**config.mk**
```make
export PLATFORM = sky130hd
export DESIGN_NAME = lt24_pixel_sink
export DESIGN_NICKNAME = d
export VERILOG_FILES = /design/src/rtl/lt24_pixel_sink.sv
export SDC_FILE = /design/constraint.sdc
export NUM_CORES = 1
export LEC_CHECK = 0
export BUFFER_PORTS_ARGS = -buffer_cell sky130_fd_sc_hd__clkbuf_2
export CAP_MARGIN = 25
export CORE_ASPECT_RATIO = 1.2
export CORE_MARGIN = 1
export CORE_UTILIZATION = 38
export DETAILED_ROUTE_END_ITERATION = 10
export GPL_ROUTABILITY_DRIVEN = 0
export PLACE_DENSITY = 0.57
export SLEW_MARGIN = 20
export SYNTH_ARGS = -nofsm -noshare
export SYNTH_HDL_FRONTEND = slang
export SYNTH_SLANG_ARGS = --single-unit
```
**constraint.sdc**
```tcl
create_clock -name clock -period 5.38 [get_ports clock]
set_input_delay 0 -clock clock [delete_from_list [all_inputs] [get_ports clock]]
set_output_delay 0 -clock clock [all_outputs]
set_load 0.05 [all_outputs]
```
**src/rtl/lt24_pixel_sink.sv**
```systemverilog
// lt24_pixel_sink: accepts pixel writes into a small FIFO and serialises them onto the LT24 8080 write bus.
// Defining LT24_SINK_STATS_EN adds a saturating dropCount of discarded out-of-range pixels.
module lt24_pixel_sink #(
  parameter int WIDTH = 240,
  parameter int HEIGHT = 320,
  parameter int WR_CYCLES = 2,
  parameter int FIFO_AW = 2
) (
  input  logic        clock,
  input  logic        globalRst_n,
  input  logic [7:0]  xAddr,
  input  logic [8:0]  yAddr,
  input  logic [15:0] pixelData,
  input  logic        pixelWrite,
  output logic        pixelReady,
  output logic        LT24Wr_n,
  output logic        LT24CS_n,
  output logic        LT24RS,
  output logic [15:0] LT24Data,
  output logic        busy
`ifdef LT24_SINK_STATS_EN
  , output logic [15:0] dropCount
`endif
);
  localparam int DEPTH = 2 ** FIFO_AW;
  localparam int PW = $clog2(2 * WR_CYCLES);
  localparam logic [PW-1:0] HALF = PW'(WR_CYCLES);
  localparam logic [PW-1:0] LAST = PW'(2 * WR_CYCLES - 1);
  localparam logic [15:0] WM1 = 16'(WIDTH - 1);
  localparam logic [15:0] HM1 = 16'(HEIGHT - 1);
  localparam logic [2:0] IDLE = 3'd0, CMD_COL = 3'd1, ARG_COL = 3'd2, CMD_PAGE = 3'd3,
                         ARG_PAGE = 3'd4, CMD_MEMWR = 3'd5, PIXEL = 3'd6;

  logic [32:0] mem [DEPTH];
  logic [FIFO_AW-1:0] wrPtr, rdPtr;
  logic [FIFO_AW:0] count;
  logic [2:0] state, nextState;
  logic [PW-1:0] phase;
  logic [1:0] argIdx;
  logic [7:0] curX, ex, hx, srcX;
  logic [8:0] curY, ey, hy, srcY;
  logic [15:0] curData, hd, argWord, busData;
  logic valid, push, pop, lastPhase, dispatch, outOfRange, sequential, enterPixel;

  assign {hx, hy, hd} = mem[rdPtr];
  assign pixelReady = count != (FIFO_AW + 1)'(DEPTH);
  assign push = pixelWrite && pixelReady;
  assign lastPhase = phase == LAST;
  assign dispatch = state == IDLE || (state == PIXEL && lastPhase);
  assign pop = dispatch && count != '0;
  assign outOfRange = {8'b0, hx} > WM1 || {7'b0, hy} > HM1;
  assign sequential = valid && hx == ex && hy == ey;
  // The expected address is advanced as a pixel enters PIXEL, so a chained pop compares against the post-pixel address
  assign enterPixel = (pop && !outOfRange && sequential) || (state == CMD_MEMWR && lastPhase);
  assign srcX = state == CMD_MEMWR ? curX : hx;
  assign srcY = state == CMD_MEMWR ? curY : hy;
  assign argWord = state == ARG_COL ? (argIdx[1] ? WM1 : {8'b0, curX}) : (argIdx[1] ? HM1 : {7'b0, curY});
  assign busData = state == CMD_COL ? 16'h002A : state == CMD_PAGE ? 16'h002B :
                   state == CMD_MEMWR ? 16'h002C : state == PIXEL ? curData :
                   {8'b0, argIdx[0] ? argWord[7:0] : argWord[15:8]};
  assign busy = count != '0 || state != IDLE || !LT24CS_n;

  always_comb begin
    nextState = state;
    if (pop)
      nextState = outOfRange ? IDLE : sequential ? PIXEL : CMD_COL;
    else if (state == PIXEL && lastPhase)
      nextState = IDLE;
    else if (state != IDLE && lastPhase)
      nextState = (state == ARG_COL || state == ARG_PAGE) && argIdx != 2'd3 ? state : state + 3'd1;
  end

  always_ff @(posedge clock)
    if (push) mem[wrPtr] <= {xAddr, yAddr, pixelData};

  // Bus pins are registered from the FSM, so they trail the state by one clock
  always_ff @(posedge clock or negedge globalRst_n)
    if (!globalRst_n) begin
      wrPtr <= '0;
      rdPtr <= '0;
      count <= '0;
      state <= IDLE;
      phase <= '0;
      argIdx <= '0;
      curX <= '0;
      curY <= '0;
      curData <= '0;
      valid <= 1'b0;
      ex <= '0;
      ey <= '0;
      LT24Wr_n <= 1'b1;
      LT24CS_n <= 1'b1;
      LT24RS <= 1'b1;
      LT24Data <= '0;
    end else begin
      wrPtr <= wrPtr + FIFO_AW'(push);
      rdPtr <= rdPtr + FIFO_AW'(pop);
      count <= count + (FIFO_AW + 1)'(push) - (FIFO_AW + 1)'(pop);
      state <= nextState;
      phase <= state == IDLE || lastPhase ? '0 : phase + 1'b1;
      argIdx <= lastPhase && (state == ARG_COL || state == ARG_PAGE) ? argIdx + 2'd1 : argIdx;
      if (pop) {curX, curY, curData} <= {hx, hy, hd};
      if (enterPixel) begin
        valid <= {8'b0, srcX} < WM1 || {7'b0, srcY} < HM1;
        ex <= {8'b0, srcX} < WM1 ? srcX + 8'd1 : 8'd0;
        ey <= {8'b0, srcX} < WM1 ? srcY : srcY + 9'd1;
      end
      LT24CS_n <= state == IDLE;
      LT24Wr_n <= state == IDLE || phase >= HALF;
      if (state != IDLE) begin
        LT24Data <= busData;
        LT24RS <= !(state == CMD_COL || state == CMD_PAGE || state == CMD_MEMWR);
      end
    end

`ifdef LT24_SINK_STATS_EN
  always_ff @(posedge clock or negedge globalRst_n)
    if (!globalRst_n) dropCount <= '0;
    else if (pop && outOfRange && dropCount != 16'hFFFF) dropCount <= dropCount + 16'd1;
`endif
endmodule

```
# After elaboration in Yosys (flattened, before gate mapping)
# Memories as Yosys holds them, arrays and structs flattened.
# Index checks and enable logic that the tools add are counted.
[classes]
n_addsub = 9
order_cmp = 5
n_eq_ne = 12
mux = 21
n_reduce_logical = 30
[op_table]
columns = ["op", "n"]
rows = [
  ["$mux 16", 4],
  ["$mux 9", 4],
  ["$mux 8", 4],
  ["$mux 3", 6],
  ["$logic_and 1x1->1", 11],
  ["$logic_or 1x1->1", 11],
  ["$add 9x1->9 const B", 1],
  ["$eq 3x3->1 const B", 3],
  ["$eq 9x9->1", 1],
  ["$gt 9x9->1 const B", 1],
  ["$lt 9x9->1 const B", 1],
  ["$reduce_bool 3->1", 3],
  ["$add 8x1->8 const B", 1],
  ["$eq 8x8->1", 1],
  ["$gt 8x8->1 const B", 1],
  ["$lt 8x8->1 const B", 1],
  ["$eq 3x2->1 const B", 2],
  ["$ne 3x3->1 const B", 2],
  ["$add 2x1->2", 2],
  ["$add 2x1->2 const B", 2],
  ["$add 3x1->3", 1],
  ["$add 3x1->3 const B", 1],
  ["$eq 3x1->1 const B", 1],
  ["$logic_not 1->1", 3],
  ["8 further kinds", 9],
]
[word_totals]
ff_bits = 84
ramBits = 132
inputBits = 36
output_inout_bits = 21
wordCells = 94
mem_count = 1
[memory_table]
columns = ["name", "depth", "width", "rd", "rd_clocked_by_memory_dff", "write_ports", "line_no", "text"]
rows = [
  ["mem", 4, 33, 1, 0, 1, "34", "logic [32:0] mem [DEPTH];"],
]

# Depth between registers and ports, before layout
# Gate-level depths: netlist (run 1).
[depth]
depth_word = 7
mapped_depth = 14

# Worst setup path before layout (run 1)
# Ideal clock, no wire load.
[synth_timing]
path_type = "reg2reg"
from = "register count[2]"
to = "memory mem[1][0], enable pin"
setup_ns = 0.471
arrival_time_ns = 3.469
required_time_ns = 4.909
slack_ns = 1.440
path_stages_with_launch = 4
n_path_buf = 0
path_cell_list = "dfrtp_1 > nand2_1 > nand2_1 > nor3b_1"
[synth_via]
elab_chain_cells = 4
[synth_lines]
columns = ["item", "line_no", "text"]
rows = [
  ["from (decl)", "36", "logic [FIFO_AW:0] count;"],
  ["from (signal assigned)", "98", "count <= count + (FIFO_AW + 1)'(push) - (FIFO_AW + 1)'(pop);"],
  ["$ne 3x3->1", "46", "assign pixelReady = count != (FIFO_AW + 1)'(DEPTH);"],
  ["named net pixelReady", "15", "output logic pixelReady,"],
  ["$logic_and 1x1->1", "47", "assign push = pixelWrite && pixelReady;"],
  ["$mux 1", "74", "if (push) mem[wrPtr] <= {xAddr, yAddr, pixelData};"],
  ["$mux 1 (not written as such)", "74", ""],
  ["to (decl)", "34", ""],
]
# The timed path passes the listed nets, and every way through them passes these cells.

# Worst setup path after layout (run 1)
[layout_timing]
from = "register state[0]"
to = "register count[2]"
[layout_via]
elab_chain_cells = 5
word_cells_on_any_way = 6
cone_classes = "add/sub: 1; eq/ne: 1; reduce/logical: 4"
[layout_lines]
columns = ["item", "line_no", "text"]
rows = [
  ["from (decl)", "37", "logic [2:0] state, nextState;"],
  ["from (signal assigned)", "99", "state <= nextState;"],
  ["$eq 3x3->1", "49", "assign dispatch = state == IDLE || (state == PIXEL && lastPhase);"],
  ["$logic_and 1x1->1", "49", ""],
  ["$logic_or 1x1->1 (*)", "49", ""],
  ["$logic_and 1x1->1 (*)", "50", "assign pop = dispatch && count != '0;"],
  ["$sub 3x1->3 (*)", "98", ""],
]
# Mark *: on every way between the ends. The rest lies on a longest branch, timed or not.
# A chain may end at the register's enable or synchronous reset.

==> flow_summary.toml, run 1 <==
[route]
wl_per_cell_um = 18.0
drtPass1Iterations = 5
vias = 5437
post-route-drc-count = 0
avgViaCountPerCell = 5.05
drt-initial-drc-count = 367
drt_wl_total_um = 19300
ant_nets = 0

[timing]
fmax_mhz = 295
hold_viol = 1
relSlewSlack = 0.348
min_period_ps = 3400
period_share = 0.631
rsz0062_at_grt = "no"
holdWs_ps = -2.87
tightest_slew_ps = 978
setup_tns_ps = 0
finalSetupViolCount = 0
slew_viol_final = 0
skew_ps = 10.6

[floorplan]
die_y_um = 174
core_mm2 = 0.0240
start_util = 0.389
die_w_um = 145
die_area_mm2 = 0.0253
pin_count = 57
num_rows = 62

[layout]
fin_cells = 1077
mostFrequentLayoutCells = "edfxtp_1, nand2_1, dfrtp_1"
drive_gt1_frac = 0.223
seq_area_mm2 = 0.00607
post-route-util = 0.461
diodes = 0
final_common_cell = "edfxtp_1"
multi_input_area_mm2 = 0.00306
fill_cells = 2144
stdcell_area_mm2 = 0.0111
synthToLayoutAreaGrowth_pct = 18.3
fin_nets = 792

[job]
cap_violations = 0

[cts]
cts_tree = "done"
clk_pin_slew_ps = 60
cts_buffers = 22
cts_sinks = 216
cts.path.max_buffers = 3
clock_latency_ps = 500
h-tree-depth = 1
root_buffer = "clkbuf_16"

[setup_path]
crit_chain = "inv_1, ha_1, and2_1, nand2_1, a21o_1, inv_1, ha_1, inv_1, ha_1, fa_1, xnor2_1, xnor2_1"
path_max_fanout = 19
path_delay_family = "adder cells"
timing.critical_path.buf_inv = 3
rr_startpoint = "state[0]"
critical_path.max_stage_delay_ps = 560
crit_required_ps = 5790
worst_path_max_delay_cell = "a21o_1"
cp.arrival_ps = 3810
cp-start-kind = "register"
critPathCaptureType = "register"
critical_path_class = "register to register"
worstSetupStartpoint = "state[0]"

[logic_synthesis]
ys_warn_count = 0
syn_inst = 645
netlist_area_mm2 = 0.00937
synth_area_per_cell_um2 = 14.5
ys_seq_area_frac = 0.648
synth-edff-count = 132
yosysUniqueCellTypes = 62
yosys.area.top_type = "edfxtp_1"
synth.area.top_cells = "edfxtp_1, dfrtp_1, mux4_2"
synth.top_cell.area_share = 0.423
synth_flop_cell = "edfxtp_1"
yosys_register_bits = 216
syn_nets = 696
async_flop_share = 0.389

[placed_design]
place_hpwl_um = 12600
dp.cells = 1002
port_buffers = 56
placed_cell_area_mm2 = 0.00995

[pwr]
power_density_mw_per_mm2 = 615
comb_power_share = 0.374
power_frac_seq = 0.390
ir_worst_vdd_mv = 0.290
p_sw_frac = 0.366
p_sw_mw = 2.50
leakagePower_nw = 4.40
p_int_mw = 4.31
pwr-share-clk = 0.236
power_mw = 6.81

[global_routing]
grt_max_degree = 51
grt.overflow.total = 0
grt_pass1_vias = 5743
grt_first_pass_wirelength_um = 31400
antenna_found_initial = 0
grt_use_total = 0.158

[worst_hold_path]
hold_class = "primary input to asynchronous set/reset pin"

[status]
violations = "negative hold slack"
status = "finished, violations left"
[flip-flops by register name (all words and copies together) (netlist names), 2 cells and up]
signal	flops
mem	132
curX	8
phase	2
argIdx	2
ey	9
LT24Data	16
curY	9
wrPtr	2
rdPtr	2
curData	16
state	3
ex	8
count	3
[power groups by stage]
| stage | registers [mW] | logic, mW | clock network [mW] |
|---|---|---|---|
| finish | 2.66 | 2.54 | 1.61 |
| global route | 2.72 | 2.79 | 1.71 |
| CTS | 2.66 | 2.56 | 1.65 |
| detailed placement | 2.69 | 2.54 | 0 |
| global placement | 2.67 | 2.49 | 0 |
| floorplan | 2.66 | 1.90 | 0 |
[worst paths after layout]
path                                    to  slack, ps  cells past startpoint
max in group asynchronous         rdPtr[0]       4330                      3
worst min-delay path              count[1]         -3                      2
worst min register to register      LT24RS        460                      2
worst max register to register    count[2]       1980                     12
worst max-delay path              count[2]       1980                     12
min in group clock              mem[1][28]        260                      2
[synthesized netlist by cell type, types with 2 or more instances]
master and instances:
a211oi_1 2, a21o_1 2, a21oi_1 12, a22o_1 9, a22oi_1 4, a31oi_1 2, and2_1 2, buf_12 2
buf_2 6, buf_6 6, clkbuf_1 14, dfrtp_1 81, dfstp_2 3, edfxtp_1 132, ha_1 14, inv_1 16
mux2_1 2, mux2_2 21, mux2_4 3, mux2i_1 17, mux4_1 7, mux4_2 24, nand2_1 120, nand2_4 2
nand2b_1 4, nand3_1 6, nand4_1 6, nor2_1 26, nor3_1 6, nor3_2 3, nor3b_1 2, o21a_1 4
o21ai_0 18, o21ai_1 2, o221ai_1 2, o22ai_1 2, o311ai_0 3, or3_1 2, xnor2_1 27, xor2_1 7
[per-layer routing]
metal	wire length, um	up-vias	track usage
li1	-	2559	-
met1	8240	2747	0.198
met2	9950	96	0.279
met3	666	35	0.0184
met4	487	0	0.0627
met5	0	-	0
[per-stage QoR]
stage | hold WS, ps | setup WS [ps]
after global routing | 36.2 | 1730
after CTS | 5.82 | 1980
final | -2.87 | 1980
after detailed placement | -22.9 | 2000
after floorplan | -296 | 1440
after global placement | -30.1 | 2080
[timing repair]
action,4_1_cts,5_1_grt
resized for setup,0,0
hold buffers,35,0
setup buffers,0,0
endpoints found under the hold margin,167,0
[cells by family after synthesis]
kind of cell               Yosys count  share of synthesized area
AOI/OAI and AO/OA                   70                     0.0517
xor gates and xnor gates            34                     0.0318
adders and majority gates           15                     0.0208
buffers and inverters               45                     0.0271
DFF                                216                      0.648
muxes                               75                      0.129
and+or+nand+nor                    190                     0.0910
[final cells by class]
cell class	count	area share
Tap cell	320	0.0362
Clock buffer	29	0.0549
Sequential cell	216	0.548
Clock inverter	11	0.0154
Timing Repair Buffer	101	0.0639
Multi-Input combinational cell	384	0.276
Inverter	16	0.00542
Power figures use the tool's default switching activity.
==> run 2, diff against run 1 <==
==> constraint.sdc (replaced) <==
create_clock -name clock -period 3.5 [get_ports clock]
set_input_delay 0 -clock clock [delete_from_list [all_inputs] [get_ports clock]]
set_output_delay 0 -clock clock [all_outputs]
set_load 0.05 [all_outputs]
==> run 2 against run 1 <==
The flow now finishes without violations. Highest routed layer unchanged. Critical path type unchanged. Sequential cell count unchanged. Critical path depth decreased by 4. Critical endpoint is now ey[4]. Final area down 0.51%. Clock power increased by 39%. Clock skew is 3.2 ps higher. Setup slack got worse by 1700 ps. Sequential power grew 53%.
==> flow_summary.toml, run 2 (same netlist as run 1, synthesis figures left out) <==
[route]
drt_wl_total_um = 18900
drt-initial-drc-count = 276
wl_per_cell_um = 17.5
post-route-drc-count = 0
drtPass1Iterations = 5
vias = 5423
avgViaCountPerCell = 5.03
ant_nets = 0

[status]
status = "finished clean"

[layout]
fin_cells = 1078
stdcell_area_mm2 = 0.0110
drive_gt1_frac = 0.227
mostFrequentLayoutCells = "edfxtp_1, nand2_1, dfrtp_1"
reg_top3 = "mem x132, LT24Data x16, curData x16"
regMostFlops = "mem"
largest_reg_flops = 132
post-route-util = 0.458
diodes = 0
synthToLayoutAreaGrowth_pct = 17.6
fill_cells = 2208
final_common_cell = "edfxtp_1"
fin_nets = 794

[floorplan]
start_util = 0.389
num_rows = 62
pin_count = 57
die_y_um = 174
die_w_um = 145
core_mm2 = 0.0240
die_area_mm2 = 0.0253

[pwr]
power_density_mw_per_mm2 = 926
p_sw_frac = 0.371
power_frac_seq = 0.398
p_int_mw = 6.42
pwr-share-clk = 0.219
leakagePower_nw = 4.38
ir_worst_vdd_mv = 0.355
p_sw_mw = 3.78
comb_power_share = 0.383

[cts]
clock_latency_ps = 500
postCtsSetupRepairBufs = 0
cts_buffers = 21
cts_sinks = 216
clk_pin_slew_ps = 60
cts_tree = "done"
h-tree-depth = 1
root_buffer = "clkbuf_16"
cts.path.max_buffers = 3

[setup_path]
cp-start-kind = "register"
critical_path_class = "register to register"
critPathCaptureType = "register"
path_max_fanout = 22
crit_required_ps = 3880
cp.arrival_ps = 3620

[timing]
finalSetupViolCount = 0
hold_viol = 0
slew_viol_final = 0
setup_tns_ps = 0
period_share = 0.925
tightest_slew_ps = 723
skew_ps = 13.8
holdWs_ps = 111
fmax_mhz = 309
rsz0062_at_grt = "no"
relSlewSlack = 0.518
min_period_ps = 3240

[placed_design]
placed_cell_area_mm2 = 0.00999
port_buffers = 56
place_hpwl_um = 12900
dp.cells = 1006

[global_routing]
grt_first_pass_wirelength_um = 31100
grt_max_degree = 55
antenna_found_initial = 0
grt_pass1_vias = 5791
grt.overflow.total = 0
grt_use_total = 0.155

[job]
cap_violations = 0

[worst_hold_path]
hold_class = "primary input to register"
## run 2: cell type report
class                   count  area, um^2  share of cell area
flip-flops and latches    216        6070               0.551
multi-input cells         384        3080               0.279
repair buffers            104         728              0.0661
clock buffers              25         551              0.0500
well taps                 320         400              0.0363
clock inverters            13         133              0.0120
inverters                  16        60.1             0.00545
## run 2: critical path, stage by stage, from the launching register on
cell and delay (ps):
dfrtp_2 760, mux4_2 640, mux2_2 310, ha_1 230, and3b_1 260, o21a_1 350, nand4b_1 190, xor2_1 80
mux2_2 270
## run 2: through the flow
step | power, mW | setup WS [ps]
floorplan | 7.02 | 582
global placement | 7.93 | 352
detailed placement | 8.04 | 263
CTS | 10.3 | 237
global route | 10.9 | 81.2
finish | 10.2 | 264
## run 2: path summary, 6_finish.rpt
kind,endpoint,from,slack [ps],cells past startpoint
setup / recovery,ey[4],rdPtr[0],260,8
hold / removal,wrPtr[0],pixelWrite,110,4
setup reg to reg,ey[4],rdPtr[0],260,8
hold reg to reg,LT24RS,LT24RS,460,2
max in group asynchronous,curY[5],globalRst_n,2490,3
min in group asynchronous,curX[6],globalRst_n,130,2
## run 2: power by group through the flow
stage / clock, mW / sequential (mW) / combinational [mW]
final: 2.23 / 4.06 / 3.91
after global routing: 2.39 / 4.15 / 4.34
after CTS: 2.28 / 4.07 / 3.97
after detailed placement: 0 / 4.12 / 3.91
after global placement: 0 / 4.09 / 3.85
after floorplan: 0 / 4.09 / 2.93
## run 2: per-layer routing
layer	track usage	part of all wire	routed length (um)	up-vias
li1	-	-	-	2560
met1	0.203	0.45	8530	2749
met2	0.269	0.50	9420	91
met3	0.0218	0.031	581	23
met4	0.0443	0.019	356	0
met5	0	0	0	-
## run 2: timing repair
item                                   in CTS  in global routing
resized for setup                           0                  0
endpoints found under the hold margin     185                  0
hold buffers                               34                  0
